## config.mk

```make
export PLATFORM = sky130hd
export DESIGN_NAME = cpu_op_sequencer
export DESIGN_NICKNAME = d
export VERILOG_FILES = /design/src/rtl/cpu_op_sequencer_pkg.sv /design/src/rtl/cpu_op_sequencer_fifo.sv /design/src/rtl/cpu_op_sequencer.sv
export SDC_FILE = /design/constraint.sdc
export NUM_CORES = 1
export LEC_CHECK = 0
export ABC_AREA = 1
export CORE_ASPECT_RATIO = 1.1
export CORE_MARGIN = 1
export CORE_UTILIZATION = 59
export DETAILED_ROUTE_END_ITERATION = 7
export GPL_TIMING_DRIVEN = 0
export PLACE_DENSITY = 0.94
export SKIP_LAST_GASP = 1
export SLEW_MARGIN = 15
export SYNTH_ARGS = -nofsm -noshare
export SYNTH_HDL_FRONTEND = slang
export SYNTH_HIERARCHICAL = 1
export SYNTH_SLANG_ARGS = --single-unit
```

## constraint.sdc

```tcl
create_clock -name clk -period 3.8 [get_ports clk]
set_input_delay 0.76 -clock clk [delete_from_list [all_inputs] [get_ports clk]]
set_output_delay 0.76 -clock clk [all_outputs]
set_load 0.01 [all_outputs]
```

## src/rtl/cpu_op_sequencer_pkg.sv

```systemverilog
// Shared definitions for the CPU op sequencer: instruction fields, opcodes and FSM encoding.
// The ALU function selected by an ALU opcode is ~op[0] (ALU0 -> 0, ALU1 -> 1).
package cpu_op_sequencer_pkg;

    localparam int unsigned INSTR_W  = 9;
    localparam int unsigned OP_MSB   = 8;
    localparam int unsigned OP_LSB   = 7;
    localparam int unsigned REG_MSB  = 6;
    localparam int unsigned REG_LSB  = 5;
    localparam int unsigned ADDR_MSB = 4;
    localparam int unsigned ADDR_LSB = 0;

    localparam logic [1:0] OP_LOAD  = 2'b00;
    localparam logic [1:0] OP_STORE = 2'b01;
    localparam logic [1:0] OP_ALU0  = 2'b11;
    localparam logic [1:0] OP_ALU1  = 2'b10;

    typedef enum logic [2:0] {
        StIdle,
        StIssue,
        StMemRd,
        StMemWr,
        StAluRun,
        StWb
    } state_e;

endpackage

```

## src/rtl/cpu_op_sequencer_fifo.sv

```systemverilog
// Instruction FIFO: DEPTH x WIDTH, registered pointers with an extra wrap bit.
// Push while full is refused even if a pop happens in the same cycle.
module op_fifo #(
    parameter int unsigned DEPTH = 4,
    parameter int unsigned WIDTH = 9
) (
    input  logic             clk,
    input  logic             reset,
    input  logic             push,
    input  logic             pop,
    input  logic [WIDTH-1:0] wdata,
    output logic [WIDTH-1:0] rdata,
    output logic             full,
    output logic             empty
);

    localparam int unsigned AW = $clog2(DEPTH);
    localparam int unsigned PW = AW + 1;

    logic [PW-1:0]    wptr_q, rptr_q;
    logic [WIDTH-1:0] mem_q [DEPTH];
    logic             do_push, do_pop;

    assign full    = (wptr_q[AW] != rptr_q[AW]) && (wptr_q[AW-1:0] == rptr_q[AW-1:0]);
    assign empty   = (wptr_q == rptr_q);
    assign do_push = push && !full;
    assign do_pop  = pop && !empty;
    assign rdata   = mem_q[rptr_q[AW-1:0]];

    always_ff @(posedge clk) begin
        if (reset) begin
            wptr_q <= '0;
            rptr_q <= '0;
        end else begin
            if (do_push) wptr_q <= wptr_q + PW'(1);
            if (do_pop)  rptr_q <= rptr_q + PW'(1);
        end
    end

    always_ff @(posedge clk) begin
        if (do_push) mem_q[wptr_q[AW-1:0]] <= wdata;
    end

endmodule

```

## src/rtl/cpu_op_sequencer.sv

```systemverilog
// Front-end sequencer: buffers instructions, issues them one at a time and times
// memory/ALU latencies before write-back and retirement.
module cpu_op_sequencer
    import cpu_op_sequencer_pkg::*;
#(
    parameter int unsigned DEPTH   = 4,
    parameter int unsigned MEM_LAT = 2,
    parameter int unsigned ALU_LAT = 3,
    parameter int unsigned CNT_W   = 16
) (
    input  logic             clk,
    input  logic             reset,
    input  logic [8:0]       instr,
    input  logic             instr_valid,
    output logic             instr_ready,
    output logic [1:0]       dp_op,
    output logic [1:0]       dp_reg,
    output logic [4:0]       dp_addr,
    output logic             mem_we,
    output logic             mem_oe,
    output logic             alu_go,
    output logic             rf_we,
    output logic             busy,
    output logic             retire,
    output logic [CNT_W-1:0] retired_cnt
);

    localparam int unsigned MAX_LAT = (MEM_LAT > ALU_LAT) ? MEM_LAT : ALU_LAT;
    localparam int unsigned LAT_W   = $clog2(MAX_LAT) + 1;
    localparam logic [LAT_W-1:0] MEM_LAST = LAT_W'(MEM_LAT - 1);
    localparam logic [LAT_W-1:0] ALU_LAST = LAT_W'(ALU_LAT - 1);

    state_e             state_q, state_d;
    logic [LAT_W-1:0]   lat_q, lat_d;
    logic [INSTR_W-1:0] cur_q, cur_d;
    logic [CNT_W-1:0]   cnt_q;
    logic               fifo_full, fifo_empty, fifo_pop;
    logic [INSTR_W-1:0] fifo_rdata;

    op_fifo #(
        .DEPTH (DEPTH),
        .WIDTH (INSTR_W)
    ) u_fifo (
        .clk   (clk),
        .reset (reset),
        .push  (instr_valid),
        .pop   (fifo_pop),
        .wdata (instr),
        .rdata (fifo_rdata),
        .full  (fifo_full),
        .empty (fifo_empty)
    );

    assign instr_ready = !fifo_full;
    assign dp_op       = cur_q[OP_MSB:OP_LSB];
    assign dp_reg      = cur_q[REG_MSB:REG_LSB];
    assign dp_addr     = cur_q[ADDR_MSB:ADDR_LSB];
    assign busy        = (state_q != StIdle) || !fifo_empty;
    assign retired_cnt = cnt_q;

    always_comb begin
        state_d  = state_q;
        cur_d    = cur_q;
        fifo_pop = 1'b0;
        mem_we   = 1'b0;
        mem_oe   = 1'b0;
        alu_go   = 1'b0;
        rf_we    = 1'b0;
        retire   = 1'b0;
        unique case (state_q)
            StIdle: begin
                if (!fifo_empty) begin
                    fifo_pop = 1'b1;
                    cur_d    = fifo_rdata;
                    state_d  = StIssue;
                end
            end
            StIssue: begin
                case (cur_q[OP_MSB:OP_LSB])
                    OP_LOAD:  state_d = StMemRd;
                    OP_STORE: state_d = StMemWr;
                    default: begin
                        alu_go  = 1'b1;
                        state_d = StAluRun;
                    end
                endcase
            end
            StMemRd: begin
                mem_oe = 1'b1;
                if (lat_q == MEM_LAST) state_d = StWb;
            end
            StMemWr: begin
                mem_we  = 1'b1;
                retire  = 1'b1;
                state_d = StIdle;
            end
            StAluRun: begin
                if (lat_q == ALU_LAST) state_d = StWb;
            end
            StWb: begin
                rf_we   = 1'b1;
                retire  = 1'b1;
                state_d = StIdle;
            end
            default: state_d = StIdle;
        endcase
        // Latency counter restarts from zero whenever a new state is entered.
        lat_d = (state_d != state_q) ? '0 : lat_q + LAT_W'(1);
    end

    always_ff @(posedge clk) begin
        if (reset) begin
            state_q <= StIdle;
            lat_q   <= '0;
            cur_q   <= '0;
            cnt_q   <= '0;
        end else begin
            state_q <= state_d;
            lat_q   <= lat_d;
            cur_q   <= cur_d;
            if (retire) cnt_q <= cnt_q + CNT_W'(1);
        end
    end

endmodule

```

==> results of run 1 <==
area by class of cell:
class	instances	share of cell area [%]
clock inverters	6	1.56
flip-flops and latches	75	44.7
plain buffers	9	1.44
clock buffers	10	3.07
repair buffers	43	10.3
inverters	49	4.42
multi-input cells	268	32.2
well taps	75	2.25
report_power, final:
| part | internal [mW] | switching, mW |
|---|---|---|
| sequential | 0.945 | 0.0745 |
| clock | 0.304 | 0.297 |
| combinational | 0.275 | 0.439 |
| total | 1.52 | 0.810 |
stage by stage:
step           total power, mW  setup WS, ns  hold WS, ns
2_1_floorplan             1.49          2.16        0.433
3_3_place_gp              1.69          1.30        0.442
3_5_place_dp              1.73          1.27        0.459
4_1_cts                   2.33          1.14        0.474
5_1_grt                   2.46          1.07        0.488
6_report                  2.33          1.13        0.473
worst max-delay path, delay by kind of cell, from the launching register on:
kind | cells | cell delay, ns
buffers and inverters | 3 | 0.84
and+or+nand+nor | 2 | 0.34
DFF | 1 | 0.37
per-layer routing:
layer | GRT usage (%) | vias up | share of wire [%]
met5 | 0 | - | 0
met1 | 28.8 | 1308 | 38
met3 | 4.85 | 29 | 5.9
li1 | - | 1431 | -
met4 | 14.9 | 0 | 3.0
met2 | 49.0 | 145 | 53
cells in the final DEF, fill, tap and decap left out, types with 2 or more instances in the layout:
master           synthesis  routed
edfxtp_1                36      36
o21ai_0                 32      32
nand2_2                  5       5
clkinv_4                 0       2
buf_2                    2       2
o21ai_1                  2       2
o22ai_1                  9       9
clkdlybuf4s50_1          0      43
inv_2                    4       4
nand3_4                  2       2
buf_4                    2       2
ha_1                     9       9
buf_6                    2       2
xnor2_1                  3       3
dfxtp_1                 39      39
nand3_1                 17      17
nand2_1                 87      87
nor2_1                  56      56
clkbuf_8                 0       9
clkinv_1                 1       2
inv_1                   44      44
nand4_1                  6       6
a21oi_1                 31      31
clkbuf_1                 2       3
logic make-up after synthesis:
logic type | count (synthesis) | share of synthesized area, %
DFF | 75 | 54.1
xor gates and xnor gates | 3 | 0.763
adders and majority gates | 9 | 3.27
AOI/OAI and AO/OA | 75 | 11.3
and+or+nand+nor | 181 | 23.5
buffers and inverters | 58 | 7.08
registers in the layout, summed over array words and instances (netlist names), named ones only:
signal,cells
u_fifo/mem_q,36
retired_cnt,16
cur_q,9
lat_q,3
state_q,3
u_fifo/rptr_q,3
u_fifo/wptr_q,3
final timing paths:
kind,startpoint,cells after the start,slack [ns],to
setup / recovery,state_q[2]$_SDFF_PP0_,5,1.13,retire
hold / removal,cur_q[5]$_SDFFE_PP0P_,2,0.47,cur_q[5]$_SDFFE_PP0P_
setup reg to reg,u_fifo/wptr_q[0]$_SDFFE_PP0P_,6,1.83,u_fifo/mem_q[2][4]$_DFFE_PP_
hold reg to reg,cur_q[5]$_SDFFE_PP0P_,2,0.47,cur_q[5]$_SDFFE_PP0P_
==> impl.org, run 1 <==
** Outcome
- Run status :: finished clean

** Critical path
- The critical path goes through inv_2 -> nand3_1 -> nand2_4 -> buf_6 -> clkdlybuf4s50_1.
- In this design, the stage delay of the slowest critical-path cell is 0.54 ns.
- Data on the critical path is required at its endpoint by 3.04 ns.
- Highest net fanout along the worst path :: 10
- Library cell contributing the largest single delay on the critical path :: clkdlybuf4s50_1
- Endpoint arrival time on the critical path :: 1.91 ns
- The critical path in this run is classified as flip-flop to output port.
- Kind of start point of the critical path :: flip-flop
- The worst setup path is captured at an output port.

** Min path
- The tightest min-delay check is of the flip-flop to flip-flop type.

** Clock network
- TritonCTS Buffers :: 9
- In this run the deepest clock path goes through 2 buffers.
- Count of clock tree sinks :: 75
- Gates resized during post-CTS repair numbered 0.
- After clock tree synthesis, the clock-pin slew on the worst setup and hold paths is 0.08 ns.
- The root buffer cell chosen for the clock tree is clkbuf_8.
- In this run, post-CTS hold repair placed 0 buffers.
- For the worst-skew pair, the clock arrives at the later sink with an insertion delay of 0.36 ns.
- In this run the number of H-tree levels came out at 3.
- Clock tree from TritonCTS :: done
- Once the clock tree was built, the setup fixing pass inserted 0 buffers.

** Timing
- Across the routed clock network, the largest skew measured is 0.0107 ns.
- Worst-margin pin slew :: 0.856 ns
- Final-layout setup total negative slack :: 0 ns
- Max-slew violation count :: 0
- Setup repair after global routing missed its margin :: no
- Post-layout minimum cycle time :: 2.67 ns
- Setup violators final :: 0
- Max transition margin :: 42.7%
- Peak clock frequency supported by timing :: 375 MHz
- Final Hold Fails :: 0
- The final critical path takes up 70.3% of the cycle.

** Yosys
- Part of the Yosys area used for sequential elements :: 54.1%
- Ranked by instance count, the synthesized netlist is headed by nand2_1 (87), nor2_1 (56), inv_1 (44).
- Cell with the most instances after synthesis :: nand2_1
- The Yosys step of the flow raised 6 warnings.
- Synth Register Bits :: 75
- The netlist uses 31 different library cells.
- When the netlist entered floorplanning its net count stood at 422.
- Fraction of synthesized cell area taken by the top area cell type :: 31.4%
- Summed over all instances, the cell type with the most area after synthesis is edfxtp_1.
- Avg Cell Area, Syn :: 8.59 um2
- Among all flip-flop cells after synthesis, the most frequent one is dfxtp_1.
- Counting flops with a built-in enable in the synthesized netlist gives 36.
- In the synthesized netlist, the number of instances is 401.
- Ranking of synthesized cells by area :: edfxtp_1 (31%), dfxtp_1 (23%), nand2_1 (9.5%), nor2_1 (6.1%), inv_1 (4.8%)
- FFs w/ async S/R, synth :: 0%
- Synthesized cell area :: 0.00344 mm2

** Finish
- Layout cells sized above 1 :: 8.04%
- Utilization after layout :: 75.7%
- Excluding fillers, the count of instances in the completed layout stands at 535.
- Filler cell count in the final layout :: 399
- In the final layout, the multi-input gates occupy 0.00134 mm2.
- The number of antenna diodes in the final layout is 0.
- The finished cells cover 0.00416 mm2.
- Final-stage net count :: 476
- Compared with the post-synthesis result, the final layout area differs by 20.8%.
- Registers take 0.00186 mm2.

** Floorplan
- After floorplanning, the core was sized to cover 0.00550 mm2.
- Chip Width :: 74.9 um
- Effective utilization at floorplan :: 62.6%
- Measured along the y axis, the die boundary spans 82.1 um.
- Total die area :: 0.00615 mm2
- The floorplan has 28 rows.
- I/O pin cnt :: 44

** Route
- Total number of vias :: 2,913
- In this run the remaining antenna-violating nets after routing total 0.
- Average vias per placed instance :: 5.44
- After detailed routing, the average wire length per cell comes to 14.0 um.
- Total wire length :: 7490 um
- 1st-iter DRT viols :: 286
- DRC Markers :: 0
- Pre-Repair DR Iteration Count :: 7

** Placement
- Routability-driven placement finished with a final weighted congestion of 0.870.
- Counting tap cells, the placed design contains a total of 519 instances.
- Detailed placement finished with a half-perimeter wire length of 5240 um.
- Summing all placed instances gives a cell area of 0.00397 mm2.
- Port Buffers :: 43

** Global route
- Total grt overflow :: 0
- Entering global routing, the biggest net connects 14 pins.
- Total Routing Usage GR :: 26.8%
- Vias in the first global route :: 2,724
- First-pass GRT wire length :: 11,900 um
- The number of antenna violations at the first check in global routing came to 0.

** Power and ir drop
- Reported leakage power :: 1.56 nW
- Power per cell area :: 561 mW/mm2
- Max IR drop VDD :: 0.391 mV

** Run
- Count of maximum capacitance violations :: 0
No activity file was read; power rests on OpenSTA's default activity.
==> run 2, diff against run 1 <==
--- a/config.mk
+++ b/config.mk
@@ -8,10 +8,10 @@
 export ABC_AREA = 1
 export CORE_ASPECT_RATIO = 1.1
 export CORE_MARGIN = 1
-export CORE_UTILIZATION = 59
+export CORE_UTILIZATION = 50
 export DETAILED_ROUTE_END_ITERATION = 7
 export GPL_TIMING_DRIVEN = 0
-export PLACE_DENSITY = 0.94
+export PLACE_DENSITY = 0.86
 export SKIP_LAST_GASP = 1
 export SLEW_MARGIN = 15
 export SYNTH_ARGS = -nofsm -noshare
==> constraint.sdc (replaced) <==
create_clock -name clk -period 2.2 [get_ports clk]
set_input_delay 0.44 -clock clk [delete_from_list [all_inputs] [get_ports clk]]
set_output_delay 0.44 -clock clk [all_outputs]
set_load 0.01 [all_outputs]
==> run 2 against run 1 <==
Net effect: sequential cell count is the same; highest routed layer unchanged; via count fell by 2.5%; core utilization down 12 points; largest cell class unchanged; critical path depth shrank 1; register-to-register slack lost 1.5 ns.
==> impl.org, run 2 (synthesis results as in run 1) <==
** Route
- The wire length per cell after detailed routing came to 13.2 um (-5.9%).
- Total wire length :: 7150 um (-4.5%)
- 1st-iter DRT viols :: 126 (-56%)
- Pre-Repair DR Iteration Count :: 4 (-3)
- The number of vias after detailed routing is 2,839 (-2.5%).
- Average vias per placed instance :: 5.23 (-4.0%)
- The post-detailed-route count of antenna-violating nets came to 0 (unchanged).
- DRC Markers :: 0 (unchanged)

** Clock network
- Clock tree synthesis selected as its root buffer the cell clkbuf_8.
- Worst-skew pair later-pin latency :: 0.35 ns (about the same)
- CTS HTree Levels :: 3 (unchanged)
- The buffer depth of the longest clock path was 2 (unchanged).
- Clock tree from TritonCTS :: done
- Count of clock tree sinks :: 75 (unchanged)
- CTS Hold Buffers Added :: 0 (unchanged)
- The clock slew at the register clock pins of the worst setup and hold paths was 0.08 ns (about the same).
- The number of CTS-inserted buffers is 9 (unchanged).

** Timing
- The post-route setup TNS was 0 ns (unchanged).
- The maximum clock skew at final layout is 0.00531 ns (-0.00541 ns).
- Worst-margin pin slew :: 0.895 ns (+0.0389 ns)
- Final worst path period share :: 93.8%
- The number of hold violations in the final report came to 0 (unchanged).
- Setup repair after global routing left no endpoint under its margin.
- Post-layout minimum cycle time :: 2.06 ns
- The worst relative slew slack came to 40.1% (-2.6 points).
- The number of slew-limit violations in the final report is 0 (unchanged).
- Based on the critical path, the design can be clocked at up to 485 MHz.
- The final critical-path setup slack came to 0.137 ns (-0.993 ns).
- Setup violators final :: 0 (unchanged)

** Floorplan
- The number of top-level design ports was 44 (unchanged).
- The horizontal extent of the die was 81.1 um (+8.4%).
- Effective utilization at floorplan :: 51.9% (-11 points)
- The total die area was 0.00723 mm2 (+18%).
- Core outline area :: 0.00663 mm2 (+21%)
- Overall die height :: 89.1 um (+8.4%)
- Row Count :: 31 (+11%)

** Critical path
- The cell family contributing the most delay on the critical path is buffers and inverters.
- The sum of buffers and inverters on the critical path is 3 (unchanged).
- The reg-to-reg setup timing slack came to 0.29 ns (-1.54 ns).
- Highest net fanout along the worst path :: 7 (-3)
- Endpoint type of the worst setup path :: output port
- Library cell contributing the largest single delay on the critical path :: clkdlybuf4s50_1
- R2R cell count :: 6 (unchanged)
- The arrival time at the worst endpoint was 1.62 ns (-0.29 ns).
- The data required time of the worst path was 1.76 ns (-1.28 ns).
- STA classifies the critical path startpoint as a flip-flop.
- The worst register-to-register path ends at u_fifo/mem_q[3][5]$_DFFE_PP_.
- The signal on the critical path passes through inv_2 -> nand3_1 -> inv_1 -> clkdlybuf4s50_1.
- WS Path Type :: flip-flop to output port
- The worst register-to-register path begins at u_fifo/wptr_q[1]$_SDFFE_PP0P_.
- Largest stage delay on the critical path :: 0.53 ns (about the same)

** Power and ir drop
- Power per cell area :: 966 mW/mm2 (+72%)
- The maximum VDD drop is 0.667 mV (+71%).
- Reported leakage power :: 1.60 nW (+2.7%)

** Global route
- The first-pass GRT wire length was 11,800 um (-1.0%).
- The number of global-route vias before repair is 2,723 (-0.037%).
- The number of antenna violations at the first check in global routing was 0 (unchanged).
- The maximum number of pins on one net before global-route repair is 16 (+2).
- The leftover overflow at the end of global routing is 0 (unchanged).
- Total Routing Usage GR :: 22.1% (-4.7 points)

** Placement
- Placed wire-length estimate after detailed placement :: 5100 um (-2.7%)
- Port Buffers :: 43 (unchanged)
- Final weighted congestion of routability-driven global placement :: 0.847 (-2.6%)
- The total placed instance area is 0.00398 mm2 (+0.22%).
- Worst-case setup slack after placement :: -0.0533 ns (-1.32 ns)

** Min path
- The cell depth of the worst hold path is 1 (-1).
- The tightest min-delay check is of the flip-flop to flip-flop type.
- The worst hold path begins at lat_q[0]$_SDFF_PP0_.
- For hold timing, the worst endpoint is lat_q[0]$_SDFF_PP0_.

** Outcome
- The run finished with clean final reports.

** Run
- Count of maximum capacitance violations :: 0 (unchanged)

** Finish
- Leaving out fill and tap cells, the most frequent cells in the layout are nand2_1 (87), nor2_1 (56), inv_1 (44), clkdlybuf4s50_1 (39), edfxtp_1 (36).
- Antenna cells :: 0 (unchanged)
- Post-layout instance area :: 0.00420 mm2 (+1.0%)
- The flip-flop count of the largest register after layout was 36 (unchanged).
- The library cell used most frequently in the layout, excluding fill and tap cells, is nand2_1.
- The share of final-layout standard cells stronger than drive strength 1 came to 9.54% (+1.5 points).
- Compared with the post-synthesis result, the final layout area differs by 22.0%.
- The layout filler cell count was 553 (+39%).
- Final-stage net count :: 477 (+0.21%)
[run 2: cell count changes in the layout (fill, tap and decap cells not counted), sizes merged]
cell | previous run | this run
inv | 49 | 50
dlygate4sd2 | 0 | 2
clkdlybuf4s50 | 43 | 39
clkbuf | 13 | 12
clkinv | 4 | 5
dlymetal6s2s | 0 | 2
buf | 6 | 7
clkinvlp | 1 | 0
[run 2: worst max-delay path by stage]
stage,start,end,slack (ns),cells after the start
floorplan,u_fifo/wptr_q[0]$_SDFFE_PP0P_,u_fifo/mem_q[0][0]$_DFFE_PP_,0.61,6
global placement,instr_valid,u_fifo/mem_q[0][4]$_DFFE_PP_,0.009,3
detailed placement,instr_valid,u_fifo/mem_q[3][7]$_DFFE_PP_,-0.05,3
CTS,u_fifo/rptr_q[0]$_SDFFE_PP0P_,instr_ready,0.03,7
global route,state_q[2]$_SDFF_PP0_,mem_we,0.03,4
finish,state_q[2]$_SDFF_PP0_,mem_we,0.14,4
[run 2: per-layer routing]
layer / vias up / routed length (um) / share of wire [%] / global-route usage [%]
li1: 1431 / - / - / -
met1: 1311 / 2920 / 41 / 24.2
met2: 90 / 3800 / 53 / 40.6
met3: 7 / 365 / 5.1 / 4.90
met4: 0 / 67 / 0.94 / 9.74
met5: - / 0 / 0 / 0
[run 2: timing repair]
item	CTS	global route
resized for setup	5	4
endpoints found under the setup margin	3	2
endpoints found under the hold margin	0	0
pin swaps	1	0
buffers inserted	1	0
[run 2: metrics by stage]
step                      hold slack [ns]  total power [mW]  util, %  cells
final                               0.469              4.06     63.4    543
after global routing                0.499              4.30     63.4    543
after CTS                           0.472              4.07     63.3    543
after detailed placement            0.453              2.99     60.0    526
after global placement              0.447              2.94     60.0    526
after floorplan                     0.433              2.57        -    401
[run 2: cell type report]
| type | count | area [um2] | area share [%] |
|---|---|---|---|
| Tap cell | 82 | 103 | 2.44 |
| Buffer | 9 | 60.1 | 1.43 |
| Clock buffer | 9 | 124 | 2.95 |
| Sequential cell | 75 | 1870 | 44.5 |
| Inverter | 49 | 184 | 4.37 |
| Timing Repair Buffer | 44 | 440 | 10.5 |
| Clock inverter | 7 | 85.1 | 2.02 |
| Multi-Input combinational cell | 268 | 1340 | 31.8 |
[run 2: worst reg2reg max path: stages (launching register included)]
cell     delay (ns)
dfxtp_2        0.37
inv_1          0.08
nand2_1        0.08
nand2_2        0.09
nand3_4        0.13
nand2_2        0.09
nor2_1         0.69
[run 2: where the power goes]
group | switching, mW | internal (mW) | total [mW] | leakage, nW
registers | 0.127 | 1.63 | 1.76 | 0.650
clock network | 0.551 | 0.543 | 1.09 | 0.106
logic | 0.739 | 0.466 | 1.20 | 0.849
total | 1.42 | 2.64 | 4.06 | 1.60
